$ cat src/rtl/fifo_stream_pkg.sv
// ----------------------------------------------------------------------------
// fifo_stream_pkg
//   Shared definitions for the FIFO read-side stream framer:
//     - state_e    : framer FSM state encoding (IDLE=0, STREAM=1, DRAIN=2)
//     - BUF_DEPTH  : number of entries in the elastic output buffer
//     - PTR_W      : width of buffer pointers / occupancy
//     - ptr_inc()  : advance a buffer pointer, wrapping at BUF_DEPTH
// ----------------------------------------------------------------------------
package fifo_stream_pkg;

    typedef enum logic [1:0] {
        ST_IDLE   = 2'd0,
        ST_STREAM = 2'd1,
        ST_DRAIN  = 2'd2
    } state_e;

    localparam int unsigned BUF_DEPTH = 3;
    localparam int unsigned PTR_W     = 2;

    // Buffer depth is not a power of two, so pointers wrap explicitly.
    function automatic logic [PTR_W-1:0] ptr_inc(input logic [PTR_W-1:0] ptr);
        if (ptr == PTR_W'(BUF_DEPTH - 1)) begin
            return '0;
        end
        return ptr + PTR_W'(1);
    endfunction

endpackage : fifo_stream_pkg

$ cat src/rtl/stream_skid_buf.sv
// ----------------------------------------------------------------------------
// stream_skid_buf
//   3-entry circular {data, last} buffer between FIFO read data and the
//   output stream. Push and pop in the same cycle keep occupancy unchanged.
//   The head entry is presented on head_data_o/head_last_o; both read as
//   zero while the buffer is empty.
//
// Ports:
//   clk_i        in   clock
//   rst_i        in   synchronous active-high reset (empties the buffer)
//   push_i       in   write {push_data_i, push_last_i} at the tail
//   push_data_i  in   word to store
//   push_last_i  in   frame-end tag travelling with the word
//   pop_i        in   discard the head entry
//   head_data_o  out  head word (zero when empty)
//   head_last_o  out  head frame-end tag (zero when empty)
//   occ_o        out  number of valid entries, 0..3
// ----------------------------------------------------------------------------
module stream_skid_buf #(
    parameter int unsigned DATA_WIDTH = 32
) (
    input  logic                  clk_i,
    input  logic                  rst_i,
    input  logic                  push_i,
    input  logic [DATA_WIDTH-1:0] push_data_i,
    input  logic                  push_last_i,
    input  logic                  pop_i,
    output logic [DATA_WIDTH-1:0] head_data_o,
    output logic                  head_last_o,
    output logic [1:0]            occ_o
);
    import fifo_stream_pkg::*;

    logic [DATA_WIDTH-1:0] data_q [BUF_DEPTH];
    logic [BUF_DEPTH-1:0]  last_q;

    logic [PTR_W-1:0] wr_ptr_q, wr_ptr_d;
    logic [PTR_W-1:0] rd_ptr_q, rd_ptr_d;
    logic [PTR_W-1:0] occ_q, occ_d;
    logic             do_push;
    logic             do_pop;
    logic             not_empty;

    assign not_empty = (occ_q != '0);

    always_comb begin
        do_pop   = pop_i & not_empty;
        // A full buffer still accepts a push when the head leaves this cycle.
        do_push  = push_i & ((occ_q != PTR_W'(BUF_DEPTH)) | do_pop);
        wr_ptr_d = wr_ptr_q;
        rd_ptr_d = rd_ptr_q;
        occ_d    = occ_q;
        if (do_push) begin
            wr_ptr_d = ptr_inc(wr_ptr_q);
        end
        if (do_pop) begin
            rd_ptr_d = ptr_inc(rd_ptr_q);
        end
        if (do_push && !do_pop) begin
            occ_d = occ_q + PTR_W'(1);
        end else if (!do_push && do_pop) begin
            occ_d = occ_q - PTR_W'(1);
        end
    end

    always_ff @(posedge clk_i) begin
        if (rst_i) begin
            wr_ptr_q <= '0;
            rd_ptr_q <= '0;
            occ_q    <= '0;
        end else begin
            wr_ptr_q <= wr_ptr_d;
            rd_ptr_q <= rd_ptr_d;
            occ_q    <= occ_d;
        end
    end

    // Storage needs no reset: entries are only observed while occupied.
    always_ff @(posedge clk_i) begin
        if (do_push) begin
            data_q[wr_ptr_q] <= push_data_i;
            last_q[wr_ptr_q] <= push_last_i;
        end
    end

    assign head_data_o = not_empty ? data_q[rd_ptr_q] : '0;
    assign head_last_o = not_empty & last_q[rd_ptr_q];
    assign occ_o       = occ_q;

endmodule : stream_skid_buf

$ cat src/rtl/fifo_stream_reader.sv
// ----------------------------------------------------------------------------
// fifo_stream_reader
//   Read-side consumer for the synchronous FIFO. Issues FIFO reads (data
//   returns one cycle after fifo_rd_en_o), buffers the returned words in a
//   3-entry elastic buffer and presents them as a valid/ready stream framed
//   into packets of FRAME_LEN words (or a short packet on flush_i) with
//   m_last_o on the final word. Reads are credit-limited by buffer
//   occupancy plus the in-flight read, so m_ready_i never reaches
//   fifo_rd_en_o combinationally.
//
// Parameters:
//   DATA_WIDTH  word width, must match the FIFO
//   DATA_DEPTH  depth of the attached FIFO
//   CNT_WIDTH   FIFO count width minus one
//   FRAME_LEN   words per full frame, 1..DATA_DEPTH
//
// Ports:
//   clk_i                 in   clock
//   rst_i                 in   synchronous active-high reset
//   fifo_rd_en_o          out  FIFO read request
//   fifo_rd_data_valid_i  in   FIFO read data valid (one cycle after request)
//   fifo_rd_data_i        in   FIFO read data
//   fifo_empty_i          in   FIFO empty flag
//   fifo_elem_cnt_i       in   FIFO occupancy
//   flush_i               in   pulse: emit a short frame of current contents
//   m_valid_o             out  stream valid
//   m_ready_i             in   stream ready
//   m_data_o              out  stream data
//   m_last_o              out  final word of frame
//   busy_o                out  FSM not idle
//   err_o                 out  sticky read-protocol error
// ----------------------------------------------------------------------------
module fifo_stream_reader #(
    parameter int unsigned DATA_WIDTH = 32,
    parameter int unsigned DATA_DEPTH = 8,
    parameter int unsigned CNT_WIDTH  = $clog2(DATA_DEPTH),
    parameter int unsigned FRAME_LEN  = 4
) (
    input  logic                  clk_i,
    input  logic                  rst_i,
    output logic                  fifo_rd_en_o,
    input  logic                  fifo_rd_data_valid_i,
    input  logic [DATA_WIDTH-1:0] fifo_rd_data_i,
    input  logic                  fifo_empty_i,
    input  logic [CNT_WIDTH:0]    fifo_elem_cnt_i,
    input  logic                  flush_i,
    output logic                  m_valid_o,
    input  logic                  m_ready_i,
    output logic [DATA_WIDTH-1:0] m_data_o,
    output logic                  m_last_o,
    output logic                  busy_o,
    output logic                  err_o
);
    import fifo_stream_pkg::*;

    localparam logic [CNT_WIDTH:0] FRAME_LEN_C = (CNT_WIDTH+1)'(FRAME_LEN);
    localparam logic [CNT_WIDTH:0] ONE_C       = (CNT_WIDTH+1)'(1);

    state_e               state_q, state_d;
    logic [CNT_WIDTH:0]   frame_len_q, frame_len_d;
    logic [CNT_WIDTH:0]   issued_q, issued_d;
    logic                 inflight_q;
    logic                 inflight_last_q;
    logic                 err_q;

    logic                 rd_en;
    logic                 req_last;
    logic                 credit_ok;
    logic [2:0]           credit_used;

    logic                 buf_push;
    logic                 buf_pop;
    logic [DATA_WIDTH-1:0] buf_data;
    logic                 buf_last;
    logic [1:0]           buf_occ;

    // Words already committed to the buffer: stored plus the one in flight.
    assign credit_used = {1'b0, buf_occ} + {2'b00, inflight_q};
    assign credit_ok   = (credit_used <= 3'd2);

    always_comb begin
        state_d     = state_q;
        frame_len_d = frame_len_q;
        issued_d    = issued_q;
        rd_en       = 1'b0;
        req_last    = 1'b0;

        unique case (state_q)
            ST_IDLE: begin
                issued_d = '0;
                if (fifo_elem_cnt_i >= FRAME_LEN_C) begin
                    frame_len_d = FRAME_LEN_C;
                    state_d     = ST_STREAM;
                end else if (flush_i && !fifo_empty_i) begin
                    frame_len_d = fifo_elem_cnt_i;
                    state_d     = ST_STREAM;
                end
            end

            ST_STREAM: begin
                rd_en = !fifo_empty_i && credit_ok && (issued_q < frame_len_q);
                if (rd_en) begin
                    req_last = (issued_q == frame_len_q - ONE_C);
                    issued_d = issued_q + ONE_C;
                end
                if (issued_d == frame_len_q) begin
                    state_d = ST_DRAIN;
                end
            end

            ST_DRAIN: begin
                if (m_valid_o && m_ready_i && m_last_o) begin
                    state_d = ST_IDLE;
                end
            end

            default: begin
                state_d = ST_IDLE;
            end
        endcase
    end

    always_ff @(posedge clk_i) begin
        if (rst_i) begin
            state_q         <= ST_IDLE;
            frame_len_q     <= '0;
            issued_q        <= '0;
            inflight_q      <= 1'b0;
            inflight_last_q <= 1'b0;
            err_q           <= 1'b0;
        end else begin
            state_q         <= state_d;
            frame_len_q     <= frame_len_d;
            issued_q        <= issued_d;
            inflight_q      <= rd_en;
            inflight_last_q <= req_last;
            // Read data must arrive exactly when a request is in flight.
            if (fifo_rd_data_valid_i != inflight_q) begin
                err_q <= 1'b1;
            end
        end
    end

    // Unrequested data is flagged as an error but never stored, so a
    // protocol violation cannot corrupt or overflow the buffer.
    assign buf_push = fifo_rd_data_valid_i & inflight_q;
    assign buf_pop  = m_valid_o & m_ready_i;

    stream_skid_buf #(
        .DATA_WIDTH (DATA_WIDTH)
    ) u_skid_buf (
        .clk_i       (clk_i),
        .rst_i       (rst_i),
        .push_i      (buf_push),
        .push_data_i (fifo_rd_data_i),
        .push_last_i (inflight_last_q),
        .pop_i       (buf_pop),
        .head_data_o (buf_data),
        .head_last_o (buf_last),
        .occ_o       (buf_occ)
    );

    assign fifo_rd_en_o = rd_en;
    assign m_valid_o    = (buf_occ != '0);
    assign m_data_o     = buf_data;
    assign m_last_o     = buf_last;
    assign busy_o       = (state_q != ST_IDLE);
    assign err_o        = err_q;

endmodule : fifo_stream_reader

$ cat config.mk
export PLATFORM = sky130hd
export DESIGN_NAME = fifo_stream_reader
export DESIGN_NICKNAME = d
export VERILOG_FILES = /design/src/rtl/fifo_stream_pkg.sv /design/src/rtl/stream_skid_buf.sv /design/src/rtl/fifo_stream_reader.sv
export SDC_FILE = /design/constraint.sdc
export NUM_CORES = 1
export LEC_CHECK = 0
export BUFFER_PORTS_ARGS = -buffer_cell sky130_fd_sc_hd__clkbuf_2
export CORE_MARGIN = 1
export CORE_UTILIZATION = 45
export DETAILED_ROUTE_END_ITERATION = 12
export GPL_TIMING_DRIVEN = 0
export PLACE_DENSITY = 0.66
export SLEW_MARGIN = 0
export SYNTH_ARGS = -nofsm -noshare
export SYNTH_HDL_FRONTEND = slang
export SYNTH_HIERARCHICAL = 1
export SYNTH_SLANG_ARGS = --single-unit
$ cat constraint.sdc
create_clock -name clk_i -period 4.39 [get_ports clk_i]
set_clock_uncertainty 0.1 [all_clocks]
set_input_delay 0.439 -clock clk_i [delete_from_list [all_inputs] [get_ports clk_i]]
set_output_delay 0.439 -clock clk_i [all_outputs]
set_load 0.01 [all_outputs]
==> After elaboration in Yosys (flattened, before gate mapping) <==
Memories as Yosys holds them, arrays and structs flattened. A register that Yosys moved wholly into a read port is not among the register bits.
Index checks and enable logic that the tools add are counted.
{ "totals": {"regBits": 22, "ram_bits": 96, "inputBits": 42, "output_inout_bits": 37, "elab_cells": 94, "memories": 1} }
{ "memory_table": {"columns": ["name", "words", "width", "read_ports", "rd_ports_with_merged_regs", "wr", "line", "rtl"], "rows": [
  ["u_skid_buf.data_q", 3, 32, 1, 1, 1, "stream_skid_buf.sv:34", "logic [DATA_WIDTH-1:0] data_q [BUF_DEPTH];"]
]} }
{ "op_classes": {"addsub": 7, "n_lt_le_gt_ge": 6, "n_eq_ne": 11, "muxes": 31, "bitwise_logic": 8, "reduce_logical": 20} }
{ "op_table": {"columns": ["operator", "n"], "rows": [
  ["2-to-1 mux 32 bit", 1],
  ["2-to-1 mux 2 bit", 12],
  ["2-to-1 mux 4 bit", 4],
  ["nonzero test 2 bit", 5],
  ["2-to-1 mux 1 bit", 9],
  ["equality test 4 bit", 2],
  ["logical AND 1 bit", 8],
  ["one-hot mux 4 bit (2 select lines)", 1],
  ["adder 2 x 1 -> 2 bit, second input constant", 3],
  ["equality test 2 bit, second input constant", 3],
  ["< comparator 2 x 3 -> 1 bit, second input constant", 2],
  ["inequality test 2 bit, second input constant", 3],
  ["one-hot mux 2 bit (3 select lines)", 1],
  ["AND 1 bit", 5],
  ["adder 4 x 1 -> 4 bit, second input constant", 1],
  ["greater-or-equal comparator 4 x 3 -> 1 bit, second input constant", 1],
  ["< comparator 4 bit", 1],
  ["subtractor 4 x 1 -> 4 bit, second input constant", 1],
  ["adder 2 x 1 -> 3 bit", 1],
  ["bitwise mux 3 bit", 1],
  ["less-or-equal comparator 3 x 2 -> 1 bit, second input constant", 1],
  ["logical NOT 1 bit", 3],
  ["inequality test 3 bit, second input constant", 1],
  ["AND reduction 3 bit", 1],
  ["11 further kinds", 12]
]} }

==> Longest topological paths before layout <==
{ "depth": {"depth_word": 9, "depth_mapped": 9, "ltp_nobuf": 9} }

==> Hierarchy <==
Netlist, hierarchy kept.
{ "by_module_without_submodules": {"columns": ["mod", "n_inst", "cells_per_inst", "area_each_um2", "seq_area_each_um2"], "rows": [
  ["stream_skid_buf", 1, 246, 4195.3, 3133.0],
  ["fifo_stream_reader", 1, 111, 929.6, 260.2]
]} }

==> Worst setup path before layout <==
No wires, ideal clock.
{ "synth_timing": {"path_kind": "register to register", "from": "register u_skid_buf.occ_q[0], in the netlist u_skid_buf/occ_o[0]", "to": "memory u_skid_buf.data_q[2][0], enable pin", "setup_time_ns": 0.471, "arrival_ns": 3.472, "t_required_ns": 3.819, "path_slack_ns": 0.347, "stages_incl_launch_ff": 6, "period_less_slack_ns": 4.043, "cell_sequence": "dfxtp_1 > or2_2 > and2_1 > nand3b_1 > nand2_1 > nor3b_1"} }
{ "synth_via": {"elab_chain_cells": 7, "word_cells_on_any_way": 8, "cone_classes": "eq/ne (1); mux (2); bitwise (4); reduce/logical (1)"} }
{ "synth_lines": {"columns": ["item", "line", "rtl"], "rows": [
  ["from (decl)", "stream_skid_buf.sv:39", "logic [PTR_W-1:0] occ_q, occ_d;"],
  ["from (signal assigned)", "stream_skid_buf.sv:70", "occ_q <= '0;"],
  ["from (signal assigned)", "stream_skid_buf.sv:74", "occ_q <= occ_d;"],
  ["nonzero test 2 bit", "fifo_stream_reader.sv:164", "assign m_valid_o = (buf_occ != '0);"],
  ["named net m_valid_o", "fifo_stream_reader.sv:47", "output logic m_valid_o,"],
  ["AND 1 bit", "fifo_stream_reader.sv:147", "assign buf_pop = m_valid_o & m_ready_i;"],
  ["named net buf_pop", "fifo_stream_reader.sv:72", "logic buf_pop;"],
  ["AND 1 bit", "stream_skid_buf.sv:47", "do_pop = pop_i & not_empty;"],
  ["OR 1 bit", "stream_skid_buf.sv:49", "do_push = push_i & ((occ_q != PTR_W'(BUF_DEPTH)) | do_pop);"],
  ["AND 1 bit", "stream_skid_buf.sv:49", null],
  ["2-to-1 mux 1 bit", "stream_skid_buf.sv:80", "if (do_push) begin"],
  ["2-to-1 mux 1 bit (not written as such)", "stream_skid_buf.sv:81", "data_q[wr_ptr_q] <= push_data_i;"],
  ["to (decl)", "stream_skid_buf.sv:34", null]
]} }
The timed path passes the listed nets, and every way through them passes these cells.

==> Worst setup path after layout <==
{ "layout_timing": {"from": "register u_skid_buf.occ_q[0], in the netlist u_skid_buf/occ_o[0]", "to": "output fifo_rd_en_o"} }
{ "layout_via": {"elab_chain_cells": 5} }
{ "layout_lines": {"columns": ["item", "line", "rtl"], "rows": [
  ["adder 2 x 1 -> 3 bit", "fifo_stream_reader.sv:78", "assign credit_used = {1'b0, buf_occ} + {2'b00, inflight_q};"],
  ["less-or-equal comparator 3 x 2 -> 1 bit", "fifo_stream_reader.sv:79", "assign credit_ok = (credit_used <= 3'd2);"],
  ["logical AND 1 bit (2 in series)", "fifo_stream_reader.sv:101", "rd_en = !fifo_empty_i && credit_ok && (issued_q < frame_len_q);"],
  ["2-to-1 mux 1 bit", "fifo_stream_reader.sv:88", "unique case (state_q)"],
  ["to (decl)", "fifo_stream_reader.sv:41", "output logic fifo_rd_en_o,"]
]} }
Every way passes these cells.

==> impl_metrics.env <==
export IMPL_die_h_um=109
export IMPL_slew_violations=0
export IMPL_status="finished clean"
export IMPL_ant_nets=0
export IMPL_drtIter0Drc=125
export IMPL_grt_max_degree=34
export IMPL_cts_setup_buffers=0
export IMPL_ys_seq_elements=120
export IMPL_synthTopCellsByArea="edfxtp_1, dfxtp_1, mux2i_1, nor2_1, mux2_1"
export IMPL_power_density_nw_per_um2=452
export IMPL_synthArstFlopShare=0
export IMPL_hpwl_mm=6.25
export IMPL_fin_crit_ps=2760
export IMPL_place_gp_congestion=0.697
export IMPL_max_vdd_ir_drop_mv=0.230
export IMPL_worst_pin_slew_ps=820
export IMPL_cts_hold_buf=0
export IMPL_post_drt_wl_per_cell_um=15.7
export IMPL_synth_commonest_cells="edfxtp_1, nor2_1, mux2i_1, dfxtp_1"
export IMPL_worstSetupPathType="flip-flop to output pin"
export IMPL_antenna_found_initial=0
export IMPL_viasPerCell=5.08
export IMPL_met2_length_mm=4.68
export IMPL_cts_buffers_inserted=17
export IMPL_hp_class="input port to flip-flop"
export IMPL_wirelength_mm=9.60
export IMPL_rsz0062_at_grt="no"
export IMPL_seq_area_frac_synth=0.662
export IMPL_grt_ovfl_total=0
export IMPL_grt_pass1_vias=2977
export IMPL_syn_mean_instance_area_um2=14.4
export IMPL_placeableCoreArea_um2=11000
export IMPL_dr_pass1_iters=5
export IMPL_pin_count=79
export IMPL_relSlewSlack=0.452
export IMPL_yosys_cell_count_top_type="edfxtp_1"
export IMPL_start_kind="flip-flop"
export IMPL_path_clk_slew_ps=60
export IMPL_ys_warn_count=6
export IMPL_worstPathMaxFanout=10
export IMPL_finalNetCount=511
export IMPL_worstSetupEndpointType="output pin"
export IMPL_clock_path_buffers=2
export IMPL_cts_tree="done"
export IMPL_finalHoldViolations=0
export IMPL_finalSetupTns_ps=0
export IMPL_row_count=38
export IMPL_synthFlopType="edfxtp_1"
export IMPL_cts_resized=0
export IMPL_die_area_um2=11800
export IMPL_clock_root_buffer="clkbuf_16"
export IMPL_die_x_um=109
export IMPL_syn_nets=410
export IMPL_max_freq_ghz=0.363
export IMPL_antenna_cells=0
export IMPL_routed_top_layer="met4"
export IMPL_area_growth_pct=23.7
export IMPL_whs_ps=129
export IMPL_clkSinkCount=120
export IMPL_worst_ep_required_time_ps=3850
export IMPL_synth_edf_count=99
export IMPL_layout_drive_gt1_share=0.331
export IMPL_clock_latency_ps=410
export IMPL_synth_area_um2=5120
export IMPL_drt_met1_wl_mm=4.37
export IMPL_met3WireLength_um=470
export IMPL_drv_cap=0
export IMPL_power_leakage_uw=0.00234
export IMPL_ys_types=48
export IMPL_track_usage=0.171
export IMPL_worstPathArrival_ps=2220
export IMPL_finalSetupViolations=0
export IMPL_grt_first_pass_wirelength_mm=14.6
export IMPL_drc_errors=0
export IMPL_post_route_period_util=0.628
export IMPL_initial_core_util=0.467
export IMPL_port_buffers=78
export IMPL_synthCells=357
export IMPL_vias=3101
export IMPL_yosysTopAreaCellShare=0.580
export IMPL_cts_htree_levels=4
export IMPL_yosysTopAreaCell="edfxtp_1"
-- where the power goes --
group          leakage (µW)  internal, µW  total, µW  switching (µW)
combinational       0.00102          98.5        221             122
clock              0.000275           846       1370             526
sequential          0.00105          1250       1270            20.4
total               0.00234          2200       2870             669
-- placed cells by master, fill, tap and decap left out, types with 3 or more instances in the layout --
master and count:
ha_1 11, clkbuf_2 78, nand2b_1 4, mux2i_1 35, inv_6 3, inv_1 11
edfxtp_1 99, a21oi_1 9, dfxtp_1 21, clkinvlp_4 5, buf_6 4, clkbuf_1 6
xor2_1 5, nor3_1 3, clkinv_4 4, clkbuf_16 17, nor2_1 49, o21ai_0 3
mux2_2 16, or2_2 3, mux2_1 16, buf_2 8, nand2_1 12
-- cell families (layout without fill, tap and decap cells) --
family	after synthesis	after routing	share of synthesized area
DFF	120	120	0.662
and+or+nand+nor	92	92	0.0869
muxes	68	68	0.142
AOI/OAI and AO/OA	29	29	0.0398
buffers and inverters	29	143	0.0254
adders and majority gates	11	11	0.0269
xor gates and xnor gates	8	8	0.0173
-- layer usage --
metal	track usage	up-vias
li1	-	1515
met1	0.206	1500
met2	0.285	80
met3	0.0484	6
met4	0.0820	0
met5	0	-
-- sequential cells by signal, indices dropped and copies added (netlist names), 2 cells and up, named ones only --
| register | count |
|---|---|
| u_skid_buf/occ_o | 2 |
| u_skid_buf/data_q | 96 |
| state_q | 2 |
| frame_len_q | 4 |
| u_skid_buf/rd_ptr_q | 2 |
| u_skid_buf/wr_ptr_q | 2 |
| issued_q | 4 |
| u_skid_buf/last_q | 3 |
-- final cells by class --
class | instances | area, µm²
clock buffer | 17 | 425
buffer | 16 | 81.3
sequential | 120 | 3390
fill | 905 | 4640
clock inverter | 15 | 170
tap | 140 | 175
inverter | 13 | 48.8
multi-input combinational | 208 | 1610
timing repair buffer | 82 | 439
-- final timing paths --
kind / end / start / slack, ps / depth (start not counted)
worst max-delay path: fifo_rd_en_o / u_skid_buf/occ_o[0] / 1630 / 8
worst min-delay path: u_skid_buf/data_q[0][4] / fifo_rd_data_i[4] / 130 / 1
worst min register to register: u_skid_buf/last_q[2] / inflight_last_q / 340 / 0
worst max register to register: u_skid_buf/data_q[2][15] / u_skid_buf/occ_o[1] / 1700 / 8
-- critical path, cell delays in order (launching register included) --
cell and delay [ps]:
dfxtp_1 490, ha_1 230, inv_1 50, ha_1 250, nor3b_1 220, o221ai_2 170
buf_6 170, nor2_1 100, clkbuf_2 130
-- through the flow --
stage / total power, µW / std cells / setup WS [ps] / area, µm² / utilization
6_report: 2870 / 611 / 1630 / 6340 / 0.577
5_1_grt: 2960 / 611 / 1460 / 6340 / 0.577
4_1_cts: 2890 / 611 / 1600 / 6340 / 0.577
3_5_place_dp: 1520 / 579 / 1650 / 5740 / 0.523
3_3_place_gp: 1510 / 575 / -1680 / 5690 / 0.518
2_1_floorplan: 1440 / 357 / 347 / 5120 / -
No activity file was read; power rests on OpenSTA's default activity.
